[config.mk]
export PLATFORM = sky130hd
export DESIGN_NAME = controle_turnos
export DESIGN_NICKNAME = d
export VERILOG_FILES = /design/src/rtl/controle_turnos.sv
export SDC_FILE = /design/constraint.sdc
export NUM_CORES = 1
export LEC_CHECK = 0
export CAP_MARGIN = 0
export CORE_UTILIZATION = 35
export CTS_BUF_LIST = sky130_fd_sc_hd__clkbuf_8
export CTS_CLUSTER_SIZE = 40
export DETAILED_ROUTE_END_ITERATION = 12
export SLEW_MARGIN = 0
export SYNTH_ARGS = -nofsm -noshare
export SYNTH_HDL_FRONTEND = slang
export SYNTH_SLANG_ARGS = --single-unit
[constraint.sdc]
create_clock -name clk -period 2.2 [get_ports clk]
set_input_delay 0.44 -clock clk [delete_from_list [all_inputs] [get_ports clk]]
set_output_delay 0.44 -clock clk [all_outputs]
set_load 0.01 [all_outputs]
[src/rtl/controle_turnos.sv]
`default_nettype none
// ============================================================================
// Module      : controle_turnos
// Description : Turn controller for a two-board naval battle game. Walks
//               the shooter through coordinate entry (or draws a random shot
//               on the CPU's turn), runs a request/ack lookup against the
//               opponent's board memory, scores hits and declares a winner.
// Ports       : clk, reset            - clock, synchronous active-high reset
//               start, mode           - game enable level, 0=vs CPU 1=2P
//               enter, select         - active-low pushbuttons (synchronized)
//               mem_req/mem_jogador/X/Y - shot lookup request and coordinate
//               mem_ack/mem_resultado - lookup reply (00 water, 01 hit, 1x shot)
//               jogador_atual, acertos0/1, fim_jogo, vencedor - game status
//               erro                  - one-cycle pulse on lookup timeout
//               estado                - FSM state code for the display
// Revision    : 1.0 - initial release
// ============================================================================
module controle_turnos #(
  parameter int TOTAL_CELULAS = 24,
  parameter int TIMEOUT       = 16
) (
  input  logic       clk,
  input  logic       reset,
  input  logic       start,
  input  logic       enter,
  input  logic       select,
  input  logic       mode,
  input  logic       mem_ack,
  input  logic [1:0] mem_resultado,
  output logic       mem_req,
  output logic       mem_jogador,
  output logic [3:0] X,
  output logic [3:0] Y,
  output logic       jogador_atual,
  output logic [4:0] acertos0,
  output logic [4:0] acertos1,
  output logic       fim_jogo,
  output logic       vencedor,
  output logic       erro,
  output logic [2:0] estado
);

  localparam int              TW         = $clog2(TIMEOUT + 1);
  localparam logic [4:0]      TOTAL      = 5'(TOTAL_CELULAS);
  localparam logic [TW-1:0]   TIMER_LAST = TW'(TIMEOUT - 1);

  typedef enum logic [2:0] {
    IDLE     = 3'd0,
    DEFINE_X = 3'd1,
    DEFINE_Y = 3'd2,
    DISPARO  = 3'd3,
    AGUARDA  = 3'd4,
    AVALIA   = 3'd5,
    TROCA    = 3'd6,
    FIM      = 3'd7
  } state_t;

  state_t        state, state_next;
  logic          enter_prev, select_prev;
  logic          enter_ev, select_ev;
  logic          modo_pvp;
  logic [1:0]    resultado;
  logic [TW-1:0] timer;
  logic [7:0]    lfsr;
  logic [3:0]    rand_x, rand_y;
  logic          cpu_atual, cpu_outro;
  logic [4:0]    placar;

  logic start_game, inc_x, inc_y, load_rand, clear_xy, latch_res;
  logic clear_timer, count_hit, set_vencedor, toggle_player, erro_next;

  // Folds a 0..15 nibble onto 0..9 so random shots land on the board.
  function automatic logic [3:0] dobra(input logic [3:0] n);
    return (n > 4'd9) ? n - 4'd6 : n;
  endfunction

  assign enter_ev  = enter_prev & ~enter;
  assign select_ev = select_prev & ~select;
  assign rand_x    = dobra(lfsr[7:4]);
  assign rand_y    = dobra(lfsr[3:0]);
  assign cpu_atual = ~modo_pvp & jogador_atual;
  assign cpu_outro = ~modo_pvp & ~jogador_atual;
  assign placar    = jogador_atual ? acertos1 : acertos0;

  assign mem_req     = (state == DISPARO);
  assign mem_jogador = ~jogador_atual;
  assign fim_jogo    = (state == FIM);
  assign estado      = state;

  always_ff @(posedge clk) begin
    if (reset) state <= IDLE;
    else       state <= state_next;
  end

  always_comb begin
    state_next    = state;
    start_game    = 1'b0;
    inc_x         = 1'b0;
    inc_y         = 1'b0;
    load_rand     = 1'b0;
    clear_xy      = 1'b0;
    latch_res     = 1'b0;
    clear_timer   = 1'b0;
    count_hit     = 1'b0;
    set_vencedor  = 1'b0;
    toggle_player = 1'b0;
    erro_next     = 1'b0;
    // Dropping start abandons the turn; the finished game stays put.
    if (!start && state != IDLE && state != FIM) begin
      state_next = IDLE;
    end else begin
      case (state)
        IDLE: if (start) begin
          state_next = DEFINE_X;
          start_game = 1'b1;
        end
        DEFINE_X: begin
          inc_x = select_ev;
          if (enter_ev) state_next = DEFINE_Y;
        end
        DEFINE_Y: begin
          inc_y = select_ev;
          if (enter_ev) state_next = DISPARO;
        end
        DISPARO: begin
          clear_timer = 1'b1;
          state_next  = AGUARDA;
        end
        AGUARDA: begin
          if (mem_ack) begin
            latch_res  = 1'b1;
            state_next = AVALIA;
          end else if (timer == TIMER_LAST) begin
            erro_next  = 1'b1;
            load_rand  = cpu_atual;
            state_next = cpu_atual ? DISPARO : DEFINE_X;
          end
        end
        AVALIA: begin
          case (resultado)
            2'b01: begin
              count_hit = 1'b1;
              if (placar + 5'd1 == TOTAL) begin
                set_vencedor = 1'b1;
                state_next   = FIM;
              end else begin
                load_rand  = cpu_atual;
                state_next = cpu_atual ? DISPARO : DEFINE_X;
              end
            end
            2'b00:   state_next = TROCA;
            default: begin
              load_rand  = cpu_atual;
              state_next = cpu_atual ? DISPARO : DEFINE_X;
            end
          endcase
        end
        TROCA: begin
          // The turn passes to the other player, who may be the CPU.
          toggle_player = 1'b1;
          load_rand     = cpu_outro;
          clear_xy      = ~cpu_outro;
          state_next    = cpu_outro ? DISPARO : DEFINE_X;
        end
        FIM: state_next = FIM;
      endcase
    end
  end

  always_ff @(posedge clk) begin
    if (reset) begin
      X             <= 4'd0;
      Y             <= 4'd0;
      jogador_atual <= 1'b0;
      acertos0      <= 5'd0;
      acertos1      <= 5'd0;
      vencedor      <= 1'b0;
      erro          <= 1'b0;
      lfsr          <= 8'h01;
      enter_prev    <= 1'b1;
      select_prev   <= 1'b1;
      modo_pvp      <= 1'b0;
      resultado     <= 2'b00;
      timer         <= '0;
    end else begin
      enter_prev  <= enter;
      select_prev <= select;
      erro        <= erro_next;
      // Free-running Fibonacci LFSR, taps 8,6,5,4.
      lfsr        <= {lfsr[6:0], lfsr[7] ^ lfsr[5] ^ lfsr[4] ^ lfsr[3]};

      if (start_game) begin
        modo_pvp      <= mode;
        jogador_atual <= 1'b0;
        acertos0      <= 5'd0;
        acertos1      <= 5'd0;
      end
      if (toggle_player) jogador_atual <= ~jogador_atual;

      if (start_game || clear_xy) begin
        X <= 4'd0;
        Y <= 4'd0;
      end else if (load_rand) begin
        X <= rand_x;
        Y <= rand_y;
      end else begin
        if (inc_x) X <= (X == 4'd9) ? 4'd0 : X + 4'd1;
        if (inc_y) Y <= (Y == 4'd9) ? 4'd0 : Y + 4'd1;
      end

      if (latch_res)   resultado <= mem_resultado;
      if (clear_timer) timer <= '0;
      else if (state == AGUARDA) timer <= timer + 1'b1;

      if (count_hit) begin
        if (!jogador_atual && acertos0 != TOTAL) acertos0 <= acertos0 + 5'd1;
        if (jogador_atual && acertos1 != TOTAL)  acertos1 <= acertos1 + 5'd1;
      end
      if (set_vencedor) vencedor <= jogador_atual;
    end
  end

endmodule
`default_nettype wire

==> qor.yml, run 1 <==
status:
  status: "finished, final reports clean"
final_layout:
  n_antenna_cell: 0
  final_cell_area_um2: 2903
  instances_no_fill: 389
  mostFrequentLayoutCells: "dfxtp_1 (39), clkdlybuf4s50_1 (35), nor2_1 (25), a21oi_1 (21)"
  layout_commonest_cell: "dfxtp_1"
  fill_cells: 589
  area_delta_synth_final_pct: 29.03
  nets: 330
  drive_gt1_frac: 0.1178
setup_path:
  path_cells: "buf_4, nand2_1, nor2_1, clkdlybuf4s50_1"
  r2r_slack_ns: 0.21
  crit_type: "flop to output pin"
  cp.required_ns: 1.76
  critPathArrivalTime_ns: 1.68
  cpPeakStageDelay_ns: 0.56
  cp-end-kind: "output pin"
  cp_max_fo: 11
  critPathSlowestCell: "clkdlybuf4s50_1"
  critPathLaunchType: "flop"
  r2r-end: "X[3]"
  r2r_cells: 9
  r2r-start: "timer[0]"
drt:
  wl_per_cell_um: 13.17
  dr.first_iter.drc_count: 158
  drc_errors: 0
  wirelength_um: 5123
  vias: 2037
  via_per_inst: 5.237
  ant_nets: 0
  drtPass1Iterations: 4
synth:
  synth-seq-area-share: 0.3737
  synthArstFlopShare: 0
  synth_area_um2: 2250
  synth-main-ff-cell: "dfxtp_1"
  ys_ff_latch: 42
  syn-num-nets: 281
  avgSynthCellArea_um2: 8.521
  ys_warn_count: 0
  netlist_instances: 264
  synth-edff-count: 0
  synth_cell_types: 46
clocking:
  tritoncts: "yes"
  cts_buffers: 5
  cts_setup_buffers: 0
  clock_latency_ns: 0.29
  htree_levels: 2
  clock_path_buffers: 2
  clkSinkCount: 42
  clk_pin_slew_ns: 0.08
  cts_hold_buf: 0
  cts_root_buffer: "clkbuf_8"
placed_design:
  gp_congestion: 0.8110
  dp_cells: 381
  dp_slack_ns: -0.01987
  post_dp_cell_area_um2: 2781
  hpwl_um: 3812
  io_buffers: 35
global_routing:
  antenna_found_initial: 0
  grt_pass1_vias: 1812
  grt_start_max_net_pins: 13
  grt_usage: 0.1657
  gr-total-overflow: 0
  grt_pass1_wl_um: 8556
sta:
  clock_skew_ns: 0.004906
  drv_slew: 0
  fmax_mhz: 471.4
  period_share: 0.9642
  setup_slack_ns: 0.07883
  setup_violations: 0
  hold_slack_ns: 0.4852
  fin_crit_ns: 2.121
  slew_headroom: 0.7607
  rsz0062_at_grt: "no"
  setup_tns_ns: 0
  worst-slew-pin-transition_ns: 0.3590
  hold_viol: 0
floorplan:
  coreArea_um2: 6061
  die_area_um2: 6752
  die_y_um: 82.17
  fp-row-count: 28
  io_pins: 36
  start_util: 0.3712
  chipWidth_um: 82.17
hold_path:
  hp-class: "flop to flop"
  hold_path_depth: 1
  hold_end: "lfsr[1]"
  min-delay-start: "lfsr[0]"
power_and_ir_drop:
  max-vdd-ir-drop_mv: 0.2514
  power_leakage_nw: 1.082
  p_per_area_nw_per_um2: 549.4
job:
  cap_violations: 0
## where the power goes
group	switching (mW)	internal (mW)	total (mW)
combinational	0.118	0.0937	0.212
sequential	0.0179	0.776	0.794
clock	0.271	0.317	0.589
## worst max-delay path: cells and delay by family, from the launching register on
kind,cells,cell delay [ns]
buffers and inverters,2,0.75
AND/OR/NAND/NOR,2,0.29
flip-flops,1,0.36
## sequential cells by signal (all words and copies together), names as in the netlist
signal and flops:
lfsr 8, acertos0 5, acertos1 5, timer 5, X 4, Y 4
estado 3, resultado 2, enter_prev 1, erro 1, jogador_atual 1, modo_pvp 1
select_prev 1, vencedor 1
## what timing repair did
action	4_1_cts	5_1_grt
gates cloned	0	0
endpoints found under the setup margin	1	4
gates resized for setup	1	4
## metal layers
layer / up-vias / track usage / share of wire / wire length (um)
met5: - / 0 / 0 / 0
met4: 0 / 0.04737 / 0.012 / 64
met3: 7 / 0.03516 / 0.041 / 208
met2: 53 / 0.2554 / 0.44 / 2279
met1: 933 / 0.2309 / 0.50 / 2571
li1: 1044 / - / - / -
## final cells by class
cell class / instances / area (um2) / area share
multi-input combinational: 200 / 1331 / 0.4586
sequential: 42 / 844.6 / 0.2909
timing repair buffer: 52 / 478.0 / 0.1647
clock buffer: 8 / 110.1 / 0.03793
tap: 75 / 93.84 / 0.03233
inverter: 12 / 45.04 / 0.01552
## cell usage after synthesis, drive strengths merged (2+ instances only)
cell,count,area (um2)
nand2b,4,25.02
nand4,9,56.30
nor2,26,97.59
and4b,2,20.02
xor2,11,96.34
ha,8,100.1
a21oi,21,105.1
mux2,2,22.52
o211ai,2,15.01
nor4b,2,17.52
nand3,8,40.04
and2,2,12.51
nor3,6,30.03
and3,3,18.77
clkbuf,8,30.03
o21ai,10,50.05
xnor2,3,26.28
nor2b,15,93.84
a311oi,2,17.52
nor3b,2,15.01
o221ai,2,17.52
o21bai,2,15.01
nand2,17,63.81
inv,12,45.04
buf,2,10.01
dfxtp,42,840.8
a21boi,2,15.01
mux2i,7,70.07
a22oi,2,15.01
nor4,3,48.80
or2,3,18.77
a211oi,10,75.07
a221oi,2,17.52
## worst max-delay path by stage
stage	start	endpoint	slack, ns	cells past startpoint
2_1_floorplan	timer[0]	X[3]	0.30	8
3_5_place_dp	start	X[3]	-0.02	6
6_report	estado[0]	fim_jogo	0.08	4
5_1_grt	estado[0]	fim_jogo	0.0003	4
4_1_cts	estado[2]	fim_jogo	0.008	3
3_3_place_gp	start	X[3]	0.02	6
## cell families (layout without fill, tap and decap cells)
family                   Yosys count  in the layout  share of synthesized area
flip-flops                        42             42                     0.3738
adder cells (fa/ha/maj)            8              8                    0.04450
XOR/XNOR                          14             14                    0.05451
AND/OR/NAND/NOR                  109            109                     0.2764
multiplexers                       9              9                    0.04116
AO/OA/AOI/OAI                     60             60                     0.1719
buffers and inverters             22             72                    0.03782
## per-stage QoR
stage                       util  total power, mW
after CTS                 0.4773            1.602
after global placement    0.4589            1.018
after floorplan                -           0.9344
final                     0.4789            1.595
after detailed placement  0.4589            1.019
after global routing      0.4789            1.671
Power figures use the tool's default switching activity.
==> run 2, diff against run 1 <==
--- a/config.mk
+++ b/config.mk
@@ -6,10 +6,11 @@
 export NUM_CORES = 1
 export LEC_CHECK = 0
 export CAP_MARGIN = 0
-export CORE_UTILIZATION = 35
+export CORE_UTILIZATION = 55
 export CTS_BUF_LIST = sky130_fd_sc_hd__clkbuf_8
 export CTS_CLUSTER_SIZE = 40
 export DETAILED_ROUTE_END_ITERATION = 12
+export PLACE_DENSITY = 0.82
 export SLEW_MARGIN = 0
 export SYNTH_ARGS = -nofsm -noshare
 export SYNTH_HDL_FRONTEND = slang
==> constraint.sdc (replaced) <==
create_clock -name clk -period 2.2 [get_ports clk]
set_input_delay 0.22 -clock clk [delete_from_list [all_inputs] [get_ports clk]]
set_output_delay 0.22 -clock clk [all_outputs]
set_load 0.01 [all_outputs]
==> qor.yml, run 2 (synthesis results as in run 1) <==
setup_path:
  cp-end-kind: "output pin"
  r2r-start: "timer[0]"
  cp.required_ns: 1.98
  crit_type: "flop to output pin"
  critPathArrivalTime_ns: 1.80
  r2r-end: "X[3]"
  critPathLaunchType: "flop"
  r2r_cells: 9
  cp_max_fo: 13
  r2r_slack_ns: 0.28
final_layout:
  mostFrequentLayoutCells: "dfxtp_1 (42), clkdlybuf4s50_1 (35), nor2_1 (26), a21oi_1 (21), nand2_1 (17)"
  largest-register: "lfsr"
  area_delta_synth_final_pct: 24.86
  n_antenna_cell: 0
  post-route-util: 0.7395
  largest_reg_flops: 8
  drive_gt1_frac: 0.08143
  nets: 323
  layout_commonest_cell: "dfxtp_1"
sta:
  setup_violations: 0
  period_share: 0.9181
  fin_crit_ns: 2.020
  drv_slew: 0
  rsz0062_at_grt: "no"
  slew_headroom: 0.6570
  fmax_mhz: 495.1
  worst-slew-pin-transition_ns: 0.5074
  clock_skew_ns: 0.008141
  setup_slack_ns: 0.1801
  setup_tns_ns: 0
  hold_viol: 0
power_and_ir_drop:
  switching_share: 0.2568
  p_per_area_nw_per_um2: 571.9
  p_switching_uw: 412.5
  power_leakage_nw: 1.039
  clockPowerShare: 0.387
  p_comb_frac: 0.119
  power.total_mw: 1.606
  max-vdd-ir-drop_mv: 0.4529
  seqPwrFrac: 0.494
  p_int_mw: 1.194
clocking:
  clock_path_buffers: 2
  cts_hold_buf: 0
  cts_buffers: 5
  clock_latency_ns: 0.30
  cts_root_buffer: "clkbuf_8"
  clk_pin_slew_ns: 0.09
  clkSinkCount: 42
  tritoncts: "yes"
  htree_levels: 2
  cts_setup_buffers: 0
  cts.repair.resized: 0
drt:
  via_per_inst: 5.735
  drc_errors: 0
  vias: 2036
  ant_nets: 0
  wl_per_cell_um: 14.11
  drtPass1Iterations: 5
  wirelength_um: 5009
  dr.first_iter.drc_count: 100
floorplan:
  die_area_um2: 4350
  die_y_um: 65.96
  start_util: 0.5922
  fp-row-count: 22
  coreArea_um2: 3799
  chipWidth_um: 65.96
  io_pins: 36
hold_path:
  hold_end: "modo_pvp"
  min-delay-start: "mode"
  hold_path_depth: 3
  hp-class: "primary input to flop"
global_routing:
  grt_start_max_net_pins: 20
  grt_most_used_layer: "met2"
  use_met1: 0.3478
  grt_pass1_wl_um: 8321
  grt_pass1_vias: 1859
  use_met2: 0.3839
  antenna_found_initial: 0
  gr-total-overflow: 0
  gr-usage-met3: 0.04138
  grt_usage: 0.2498
placed_design:
  gp_congestion: 0.8658
  io_buffers: 35
  hpwl_um: 3650
  dp_slack_ns: 0.2002
job:
  cap_violations: 0
status:
  status: "finished, final reports clean"
[run 2: how the worst max path moves through the flow]
stage / startpoint / end / cells past startpoint
after global routing: estado[2] / Y[3] / 5
after global placement: start / acertos1[3] / 7
final: estado[2] / mem_req / 3
after floorplan: timer[0] / X[3] / 8
after detailed placement: start / acertos1[3] / 7
after CTS: estado[2] / mem_req / 3
[run 2: critical path, cell delays in order, from the launching register on]
cell and delay (ns):
dfxtp_1 0.44, buf_4 0.23, nor3_1 0.25, clkdlybuf4s50_1 0.58
[run 2: metal layers]
metal	part of all wire	wire length, um
met5	0	0
met4	0.013	63
met3	0.049	244
met2	0.44	2195
met1	0.50	2505
[run 2: per-stage QoR]
stage,area (um2),cells,hold WS (ns)
floorplan,2250,264,0.2916
global placement,2695,347,0.4791
detailed placement,2695,347,0.4860
CTS,2809,355,0.4846
global route,2809,355,0.5186
finish,2809,355,0.4789
[run 2: cell type report]
class	instances	area, um2
inverters	12	45.04
fillers	328	989.7
multi-input cells	200	1324
repair buffers	45	425.4
well taps	48	60.06
flip-flops and latches	42	840.8
clock buffers	5	68.82
clock inverters	3	45.04
[run 2: power groups by stage]
stage	combinational, mW	sequential (mW)	clock, mW
after floorplan	0.126	0.808	0
after global placement	0.189	0.809	0
after detailed placement	0.191	0.810	0
after CTS	0.192	0.792	0.628
after global routing	0.214	0.795	0.652
final	0.192	0.793	0.622
